--- src/rtl/mod_counter_ud.sv ---
// Up/down modulo-MOD counter with clear, saturating load, wrap pulses and cascade terminal count.
// Define MOD_COUNTER_MATCH_EN to add the cmp_val input and registered match_out output.
module mod_counter_ud #(
    parameter int MOD  = 24,
    parameter int BITS = 5
) (
    input  logic            clk,
    input  logic            rst,
    input  logic            clr,
    input  logic            load,
    input  logic [BITS-1:0] load_val,
    input  logic            en,
    input  logic            up,
    output logic [BITS-1:0] count_out,
    output logic            carry_out,
    output logic            borrow_out,
    output logic            tc_out
`ifdef MOD_COUNTER_MATCH_EN
    ,
    input  logic [BITS-1:0] cmp_val,
    output logic            match_out
`endif
);

    if (MOD < 2 || MOD > (1 << BITS)) begin : g_bad_mod
        $error("mod_counter_ud: MOD must lie in 2..2**BITS");
    end

    localparam logic [BITS-1:0] MAX = BITS'(MOD - 1);
    localparam logic [BITS-1:0] ONE = BITS'(1);

    typedef enum logic [1:0] {
        OP_HOLD,
        OP_COUNT,
        OP_LOAD,
        OP_CLR
    } op_e;

    op_e             op;
    logic [BITS-1:0] count_q, count_d;
    logic            carry_q, carry_d;
    logic            borrow_q, borrow_d;
    logic            at_max, at_zero;

    assign at_max  = (count_q == MAX);
    assign at_zero = (count_q == '0);

    always_comb begin
        op = OP_HOLD;
        if (clr)       op = OP_CLR;
        else if (load) op = OP_LOAD;
        else if (en)   op = OP_COUNT;
    end

    always_comb begin
        count_d  = count_q;
        carry_d  = 1'b0;
        borrow_d = 1'b0;
        unique case (op)
            OP_CLR:  count_d = '0;
            // Out-of-range loads saturate so the count never leaves 0..MOD-1.
            OP_LOAD: count_d = ({1'b0, load_val} > {1'b0, MAX}) ? MAX : load_val;
            OP_COUNT: begin
                if (up) begin
                    count_d = at_max ? '0 : count_q + ONE;
                    carry_d = at_max;
                end else begin
                    count_d  = at_zero ? MAX : count_q - ONE;
                    borrow_d = at_zero;
                end
            end
            default: count_d = count_q;
        endcase
    end

    always_ff @(posedge clk or posedge rst) begin
        if (rst) begin
            count_q  <= '0;
            carry_q  <= 1'b0;
            borrow_q <= 1'b0;
        end else begin
            count_q  <= count_d;
            carry_q  <= carry_d;
            borrow_q <= borrow_d;
        end
    end

    assign count_out  = count_q;
    assign carry_out  = carry_q;
    assign borrow_out = borrow_q;
    assign tc_out     = en & ((up & at_max) | (~up & at_zero));

`ifdef MOD_COUNTER_MATCH_EN
    logic match_q;

    // Compare against the next count so match_out lines up with count_out.
    always_ff @(posedge clk or posedge rst) begin
        if (rst) match_q <= 1'b0;
        else     match_q <= (count_d == cmp_val);
    end

    assign match_out = match_q;
`endif

endmodule
--- config.mk ---
export PLATFORM = sky130hd
export DESIGN_NAME = mod_counter_ud
export DESIGN_NICKNAME = d
export VERILOG_FILES = /design/src/rtl/mod_counter_ud.sv
export SDC_FILE = /design/constraint.sdc
export NUM_CORES = 1
export LEC_CHECK = 0
export BUFFER_PORTS_ARGS = -buffer_cell sky130_fd_sc_hd__buf_4
export CORE_MARGIN = 2
export CORE_UTILIZATION = 49
export CTS_CLUSTER_DIAMETER = 100
export DETAILED_ROUTE_END_ITERATION = 7
export PLACE_DENSITY = 0.85
export SYNTH_ARGS = -nofsm -noshare
export SYNTH_HDL_FRONTEND = slang
export SYNTH_SLANG_ARGS = --single-unit
--- constraint.sdc ---
create_clock -name clk -period 2.3 [get_ports clk]
set_input_delay 0.115 -clock clk [delete_from_list [all_inputs] [get_ports clk]]
set_output_delay 0.115 -clock clk [all_outputs]
set_load 0.02 [all_outputs]
==> impl_metrics.toml <==
[clock_tree]
clkLatencyLatePin_ns = 0.26
cts_hold_buf = 1
cts_buffers = 3
cts.sinks = 7
clockBufferDepth = 2
post_cts_buffers = 0
htreeDepth = 1
post_cts_resized = 0
cts_root_buf = "clkbuf_4"
cts.reportedPaths.clkPinSlew_ns = 0.06
tritoncts = "built"

[placed_design]
gp_congestion = 0.924
dp_slack_ns = 0.566
dp_hpwl_um = 1160
port_buffers = 18

[power_and_ir_drop]
peakVddDrop_uv = 236
power-per-cell-area_mw_per_mm2 = 480
cellLeakagePower_uw = 0.000383

[detailed_routing]
drt-initial-drc-count = 24
drc_errors = 0
wl_per_cell_um = 14.5
via_per_inst = 6.23
dr.pass1.iters = 4
routed_wl_um = 1630
vias = 698
drtAntennaViolNets = 0

[logic_synthesis]
synth_edf_count = 0
ys_warn_count = 0
synthesis.area_um2 = 662
yosys_most_used_dff = "dfrtp_1"
ys_ff_latch = 7
netlist_instances = 78
avgSynthCellArea_um2 = 8.49
synthArstFlopShare_pct = 100
synth_cell_types = 35
synth_fp_nets = 94
synth-seq-area-share_pct = 26.5

[timing]
tns_ns = 0
period_share_pct = 78.1
slew_headroom_pct = 72.9
worst_slack_ns = 0.503
slew_viol_final = 0
setup_viol = 0
hold_violations = 0
worst_pin_slew_ns = 0.407
finalClockSkew_ns = 0.00504
timing.fmax_mhz = 557
fin_crit_ns = 1.80
rsz0062_at_grt = "false"

[flow_run]
max_cap_viol_count = 0

[cells_and_area]
num-fill-cells = 123
areaGrowthSynthToFinish_pct = 22.9
diodes = 0
layout_commonest_cell = "buf_4"
fin_nets = 114
layout_common_cells = "18 x buf_4, 9 x inv_1, 7 x nand2_1, 7 x a21oi_1, 7 x dfrtp_1"
utilization_pct = 63.3
drive_gt1_share_pct = 25.8

[worst_setup_path]
max_stage_delay_ns = 0.46
critPathLaunchType = "register"
end_kind = "output pin"
critPathArrivalTime_ns = 1.68
required_ns = 2.18
reg2reg_slack_ns = 0.52
cpMaxStageDelayCell = "dfrtp_1"
crit_chain = "inv_1 > ha_1 > nor4b_1 > nor2_1 > nor3b_1 > buf_4"
critPathKind = "register to output pin"
cp_max_fo = 9

[grt]
grt_overflow = 0
grt_antenna_before_repair = 0
grt_max_degree = 15
track_usage_pct = 24.5
first_global_vias = 601
grt_pass1_wl_um = 2590

[hold_path]
hold_path.class = "primary input to register"

[floorplanning]
die_y_um = 40.8
rows = 13
die_w_um = 40.8
fp.coreArea_mm2 = 0.00128
fp.dieArea_mm2 = 0.00166
start_util_pct = 51.5
pin_count = 19

[outcome]
status = "complete, no violations"
-- worst max-delay path: cells and delay by family (launching register included) --
family	cells	cell delay [ns]
buffers and inverters	2	0.28
adder cells (fa/ha/maj)	1	0.20
AND/OR/NAND/NOR	3	0.49
flip-flops	1	0.46
-- flip-flops by register name, summed over array words and instances (netlist names) --
| register | count |
|---|---|
| borrow_out | 1 |
| count_out | 5 |
| carry_out | 1 |
-- stage by stage --
| step | area [um^2] | hold slack, ns | cells | total power [uW] |
|---|---|---|---|---|
| finish | 813 | 0.135 | 112 | 390 |
| global route | 813 | 0.136 | 112 | 417 |
| global placement | 776 | 0.0513 | 107 | 270 |
| CTS | 813 | 0.126 | 112 | 389 |
| floorplan | 662 | -0.0816 | 78 | 233 |
| detailed placement | 776 | 0.0576 | 107 | 275 |
-- synthesized netlist by cell type, types with 2 or more instances --
library cell	count	area, um^2
o21ai_1	2	10.0
nand2_1	7	26.3
mux2i_1	2	20.0
a211oi_1	2	15.0
ha_1	5	62.6
dfrtp_1	7	175
nor3_1	2	10.0
and4b_1	2	20.0
nor3b_1	2	15.0
nor2_1	4	15.0
nor4_1	3	18.8
a21oi_1	7	35.0
o31ai_1	2	15.0
inv_1	9	33.8
nor4b_1	2	17.5
-- report_power, final --
part	total, uW	internal (uW)	switching [uW]
logic	130	61.5	68.1
clock network	113	63.7	49.5
registers	147	130	17.4
total	390	255	135
-- routing by layer --
layer,up-vias,GRT usage [%],routed length [um]
met5,-,0,0
met4,0,15.0,49
met3,7,4.89,92
met2,32,42.1,824
met1,326,27.6,663
li1,333,-,-
-- logic make-up (layout without fill, tap and decap cells) --
family	after synthesis	in the layout	synth area share, %
buffers and inverters	13	32	11.2
adders and majority gates	5	5	9.45
and+or+nand+nor	29	29	26.7
AOI/OAI and AO/OA	22	22	23.3
muxes	2	2	3.02
DFF	7	7	26.5
-- layout make-up --
type | instances | area (um^2) | share of cell area [%]
well taps | 15 | 18.8 | 2.31
repair buffers | 19 | 145 | 17.8
inverters | 9 | 33.8 | 4.15
clock inverters | 1 | 5.00 | 0.615
clock buffers | 3 | 22.5 | 2.77
multi-input cells | 58 | 413 | 50.8
flip-flops and latches | 7 | 175 | 21.5
-- path summary, 6_finish.rpt --
check	startpoint	to	depth (start not counted)
worst min register to register	count_out[0]	count_out[0]	2
worst max-delay path	count_out[1]	tc_out	6
max in group asynchronous	rst	borrow_out	3
min in group asynchronous	rst	count_out[3]	3
worst min-delay path	load_val[3]	count_out[3]	3
worst max register to register	count_out[1]	count_out[0]	6
Power figures use the tool's default switching activity.
